### config.mk
export PLATFORM = sky130hd
export DESIGN_NAME = action_selector_flat
export DESIGN_NICKNAME = d
export VERILOG_FILES = /design/src/rtl/action_selector_if.sv /design/src/rtl/action_selector.sv /design/src/flat_wrapper.sv
export SDC_FILE = /design/constraint.sdc
export NUM_CORES = 1
export LEC_CHECK = 0
export ABC_CLOCK_PERIOD_IN_PS = 3400
export BUFFER_PORTS_ARGS = -buffer_cell sky130_fd_sc_hd__buf_2
export CELL_PAD_IN_SITES_DETAIL_PLACEMENT = 1
export CELL_PAD_IN_SITES_GLOBAL_PLACEMENT = 1
export CORE_UTILIZATION = 42
export DETAILED_ROUTE_END_ITERATION = 8
export PLACE_DENSITY = 0.81
export SETUP_SLACK_MARGIN = 0.05
export SLEW_MARGIN = 15
export SYNTH_ARGS = -nofsm -noshare
export SYNTH_HDL_FRONTEND = slang
export SYNTH_SLANG_ARGS = --single-unit
### constraint.sdc
create_clock -name clk -period 3.4 [get_ports clk]
set_input_delay 0.17 -clock clk [delete_from_list [all_inputs] [get_ports clk]]
set_output_delay 0.17 -clock clk [all_outputs]
set_load 0.01 [all_outputs]
### src/rtl/action_selector_if.sv
// Request/result bundle between the Q-learning controller and the epsilon-greedy action selector.
// Handshake: start is a one-cycle request, taken only while busy=0 and no result pulse is present; the
// result is qualified by a one-cycle action_valid pulse, and action_out/explored hold until the next result.
interface action_selector_if #(
  parameter int N_ACT = 4,
  parameter int QW    = 16
);
  logic                  start;
  logic [N_ACT*QW-1:0]   q_row;
  logic [7:0]            epsilon;
  logic [3:0]            action_out;
  logic                  action_valid;
  logic                  explored;
  logic                  busy;
  logic [1:0]            dbg_state;
  logic [15:0]           dbg_lfsr;

  modport master (
    output start, q_row, epsilon,
    input  action_out, action_valid, explored, busy, dbg_state, dbg_lfsr
  );

  modport slave (
    input  start, q_row, epsilon,
    output action_out, action_valid, explored, busy, dbg_state, dbg_lfsr
  );
endinterface

### src/rtl/action_selector.sv
// Epsilon-greedy action selector: scans one Q value per cycle for the signed maximum and
// replaces it with an LFSR-chosen action when the captured random byte falls below epsilon.
module action_selector #(
  parameter int          N_ACT     = 4,
  parameter int          QW        = 16,
  parameter logic [15:0] LFSR_SEED = 16'hACE1
) (
  input logic               clk,
  input logic               rst,
  action_selector_if.slave  sel
);

  typedef enum logic [1:0] {IDLE = 2'd0, SCAN = 2'd1, DONE = 2'd2} state_t;

  state_t                 state;
  state_t                 state_nxt;
  logic [15:0]            lfsr;
  logic                   lfsr_fb;
  logic [N_ACT*QW-1:0]    q_cap;
  logic [7:0]             eps_cap;
  logic [7:0]             rnd;
  logic [3:0]             ract;
  logic [3:0]             idx;
  logic [3:0]             best_idx;
  logic signed [QW-1:0]   best_val;
  logic signed [QW-1:0]   cur_val;
  logic                   accept;
  logic                   valid_q;
  logic                   explored_q;
  logic [3:0]             action_q;

  assign lfsr_fb = lfsr[15] ^ lfsr[13] ^ lfsr[12] ^ lfsr[10];
  assign cur_val = q_cap[idx*QW +: QW];

  // The result-pulse cycle is not an accept slot, so a held start re-arms one cycle later.
  assign accept = sel.start && !valid_q;

  always_ff @(posedge clk) begin
    if (rst) state <= IDLE;
    else     state <= state_nxt;
  end

  always_comb begin
    state_nxt = state;
    case (state)
      IDLE:    if (accept) state_nxt = SCAN;
      SCAN:    if (idx >= 4'(N_ACT - 1)) state_nxt = DONE;
      DONE:    state_nxt = IDLE;
      default: state_nxt = IDLE;
    endcase
  end

  always_ff @(posedge clk) begin
    if (rst) begin
      lfsr       <= LFSR_SEED;
      q_cap      <= '0;
      eps_cap    <= '0;
      rnd        <= '0;
      ract       <= '0;
      idx        <= '0;
      best_idx   <= '0;
      best_val   <= '0;
      valid_q    <= 1'b0;
      explored_q <= 1'b0;
      action_q   <= '0;
    end else begin
      lfsr    <= {lfsr[14:0], lfsr_fb};
      valid_q <= 1'b0;
      case (state)
        IDLE: begin
          if (accept) begin
            q_cap    <= sel.q_row;
            eps_cap  <= sel.epsilon;
            rnd      <= lfsr[7:0];
            ract     <= 4'({2'b00, lfsr[9:8]} % N_ACT);
            best_idx <= '0;
            best_val <= sel.q_row[QW-1:0];
            idx      <= 4'd1;
          end
        end
        SCAN: begin
          // Strict compare keeps the lowest index on ties.
          if (cur_val > best_val) begin
            best_val <= cur_val;
            best_idx <= idx;
          end
          idx <= idx + 4'd1;
        end
        DONE: begin
          valid_q <= 1'b1;
          if (rnd < eps_cap) begin
            action_q   <= ract;
            explored_q <= 1'b1;
          end else begin
            action_q   <= best_idx;
            explored_q <= 1'b0;
          end
        end
        default: ;
      endcase
    end
  end

  assign sel.action_out   = action_q;
  assign sel.action_valid = valid_q;
  assign sel.explored     = explored_q;
  assign sel.busy         = (state != IDLE);
  assign sel.dbg_state    = state;
  assign sel.dbg_lfsr     = lfsr;

endmodule

### src/flat_wrapper.sv
// flat-port wrapper written by rule: the top's interface ports become plain ports
module action_selector_flat 
#(
  parameter int          N_ACT     = 4,
  parameter int          QW        = 16,
  parameter logic [15:0] LFSR_SEED = 16'hACE1
)
  (clk, rst, sel_start, sel_q_row, sel_epsilon, sel_action_out, sel_action_valid, sel_explored, sel_busy, sel_dbg_state, sel_dbg_lfsr);
  action_selector_if #(.N_ACT(N_ACT), .QW(QW)) sel_i ();
  input logic clk;
  input logic rst;
  input wire logic [$bits(sel_i.start)-1:0] sel_start;
  input wire logic [$bits(sel_i.q_row)-1:0] sel_q_row;
  input wire logic [$bits(sel_i.epsilon)-1:0] sel_epsilon;
  output wire logic [$bits(sel_i.action_out)-1:0] sel_action_out;
  output wire logic [$bits(sel_i.action_valid)-1:0] sel_action_valid;
  output wire logic [$bits(sel_i.explored)-1:0] sel_explored;
  output wire logic [$bits(sel_i.busy)-1:0] sel_busy;
  output wire logic [$bits(sel_i.dbg_state)-1:0] sel_dbg_state;
  output wire logic [$bits(sel_i.dbg_lfsr)-1:0] sel_dbg_lfsr;
  assign sel_i.start = sel_start;
  assign sel_i.q_row = sel_q_row;
  assign sel_i.epsilon = sel_epsilon;
  assign sel_action_out = sel_i.action_out;
  assign sel_action_valid = sel_i.action_valid;
  assign sel_explored = sel_i.explored;
  assign sel_busy = sel_i.busy;
  assign sel_dbg_state = sel_i.dbg_state;
  assign sel_dbg_lfsr = sel_i.dbg_lfsr;
  action_selector #(.N_ACT(N_ACT), .QW(QW), .LFSR_SEED(LFSR_SEED)) u_core (.clk(clk), .rst(rst), .sel(sel_i));
endmodule
==> impl_results.md <==
- Syn avg cell area: 8.77 um2
- Reg power frac: 39.2%
- Total CTS buffers: 17
- Logic pwr share: 18.3%
- Final Setup Violations: 0
- Antenna violations before repair: 0
- Share of the synthesized area in the top cell type: 44.8%
- Routability Congestion: 0.795
- WL final: 19300 um
- VDD IR max: 320 uV
- Die area: 14300 um2
- Status: finished clean
- Number of buffers added on ports: 99
- Hpwl dp: 11800 um
- Mapped Nets: 761
- Design Power: 4350 uW
- CP Class: reg -> reg
- Switch Pwr: 1230 uW
- Hold slack final: 3.06 ps
- Part of the cycle the worst path needs: 95.3%
- CP startpoint kind: flip-flop
- Die height: 120 um
- Max-slew violation count: 0
- Ant. Diodes: 0
- Synth top area cells: dfxtp_1 45%, nand2_1 11%, a21oi_1 8.6%, mux4_2 5.8%, ha_1 5.2%
- Core area: 13300 um2
- Sw Ratio: 28.4%
- Final core utilization: 56.4%
- Largest net degree at the start of global routing: 73
- Vias in the first global route: 5581
- CP dominant cell by count: nand3_4
- RSZ-0062 raised after global routing: no
- Final Hold Viols: 0
- Slew @ Worst Pin: 785 ps
- Setup TNS: 0 ps
- Clk slew on worst S/H paths: 60 ps
- Clock share of power: 42.6%
- Row Count: 42
- CP peak stage delay: 530 ps
- Pint: 3120 uW
- Dominant cell type by area after synthesis: dfxtp_1
- Worst path bufs/invs: 1
- Skew final: 8.10 ps
- Critical path required time: 3700 ps
- Worst relative slew slack: 47.6%
- Total gr overflow: 0
- P&R area growth vs syn: 29.6%
- Routed vias/inst: 5.42
- Post-synth EDFFs: 0
- Wirelength per Cell: 19.7 um
- Fraction of layout cells with a size suffix above 1: 24.0%
- Crit path max fanout: 12
- Drt drc: 0
- CP arrival: 3540 ps
- Seq/Total Area, Yosys: 44.8%
- Period minus WS final: 3240 ps
- # nets final: 893
- Total GRT Usage: 27.1%
- First-pass GRT wire length: 29300 um
- Async S/R FF share, synth: 0%
- Starting density of the core: 43.5%
- Yosys reg bits: 130
- Synth warn: 0
- Post-synth top flop: dfxtp_1
- Fill count: 1565
- H-Tree Depth: 4
- Post-Syn Area: 5810 um2
- Max clock buf depth: 2
- CTS tree: built
- Syn Inst Count: 662
- Most frequent cells in the layout: 173 x nand2_1, 130 x dfxtp_1, 100 x a21oi_1, 98 x buf_2, 43 x dlygate4sd3_1
- Detailed Routing Iterations Pass 1: 4
- Hold Crit Class: in -> reg
- PD cells: 578 nW/um2
- Leak: 0.00313 uW
- Crit path capture type: flip-flop
- CP top delay family: multiplexers
- Via Count: 5327
- CTS root buf: clkbuf_16
- Slowest-stage cell, CP: mux4_2
- Clock latency on the worst-skew pair: 430 ps
- MaxCap Viol Count: 0
- Routed Antenna Nets: 0
- Crit path cell chain: buf_12, mux4_2, nor2b_1, ha_1, a21oi_1, o21ai_0, a22oi_1, nand3_4, nand3_4, mux2i_1, nor2_1
- IO Pins: 100
- Die width: 120 um
- FMAX: 0.309 GHz
- Sink Count: 130
- Iter 0 DRT Violations: 260
- Yosys cell types: 44
- Most common cell after layout, fill and taps aside: nand2_1
==> cells in the mapped netlist (all sizes together) (3+ instances only) <==
master	count
o21ai	5
mux4	16
nor2b	26
nor2	28
dfxtp	130
a21o	3
mux2	15
a21oi	100
clkbuf	23
nand4	7
nand2	173
a211oi	4
or2	9
nor3	5
nand2b	5
buf	21
mux2i	18
inv	25
ha	24
nand3	12
==> stage by stage <==
stage	setup slack, ps	std cells	area [um2]
after floorplan	500	662	5810
after global routing	31.5	983	7530
after CTS	53.7	978	7450
after global placement	315	905	6430
after detailed placement	79.9	905	6430
final	161	983	7530
==> power by group through the flow <==
| stage | logic [uW] | registers, uW | clock network [uW] |
|---|---|---|---|
| after CTS | 739 | 1700 | 1860 |
| after global routing | 863 | 1710 | 1940 |
| after global placement | 648 | 1720 | 0 |
| final | 795 | 1700 | 1850 |
| after floorplan | 499 | 1710 | 0 |
| after detailed placement | 693 | 1730 | 0 |
==> registers in the layout, indices dropped and copies added (netlist names) <==
| name | flops |
|---|---|
| u_core.ract | 2 |
| u_core.sel.action_valid | 1 |
| u_core.sel.explored | 1 |
| u_core.best_val | 16 |
| u_core.sel.dbg_lfsr | 16 |
| u_core.sel.dbg_state | 2 |
| u_core.best_idx | 4 |
| u_core.rnd | 8 |
| u_core.q_cap | 64 |
| u_core.eps_cap | 8 |
| u_core.sel.action_out | 4 |
| u_core.idx | 4 |
==> cells by family after synthesis <==
group	after synthesis	synth area share, %
AO/OA/AOI/OAI	116	10.9
XOR/XNOR	3	0.452
multiplexers	49	12.3
AND/OR/NAND/NOR	271	21.0
flip-flops	130	44.8
adder cells (fa/ha/maj)	24	5.17
buffers and inverters	69	5.32
==> worst min-delay path, stage by stage <==
cell	delay [ps]
buf_2	100
nand2_1	50
a21oi_1	60
==> path summary, 6_finish.rpt <==
check,from,end,slack (ps),cells after the start
setup reg to reg,u_core.idx[1],u_core.best_val[9],160,11
setup / recovery,u_core.idx[1],u_core.best_val[9],160,11
hold / removal,sel_q_row[35],u_core.q_cap[35],3,3
hold reg to reg,u_core.sel.dbg_lfsr[14],u_core.sel.dbg_lfsr[15],430,1
==> cell type report <==
| type | count | area [um2] | share of cell area (%) |
|---|---|---|---|
| clock inverter | 10 | 126 | 1.68 |
| tap | 176 | 220 | 2.92 |
| sequential | 130 | 2600 | 34.6 |
| multi-input combinational | 465 | 2960 | 39.3 |
| timing repair buffer | 155 | 1050 | 14.0 |
| inverter | 25 | 93.8 | 1.25 |
| clock buffer | 22 | 474 | 6.30 |
==> metal layers <==
layer / share of wire [%] / vias to the layer above / GRT usage (%)
li1: - / 2485 / -
met1: 42 / 2636 / 31.7
met2: 50 / 157 / 46.7
met3: 4.9 / 49 / 7.22
met4: 3.4 / 0 / 11.4
met5: 0 / - / 0
==> repair_timing <==
item / 4_1_cts / 5_1_grt
buffers inserted: 0 / 1
hold buffers: 41 / 2
endpoints found under the setup margin: 0 / 20
resized for setup: 0 / 6
hold endpoints to repair: 41 / 2
Power figures use the tool's default switching activity.
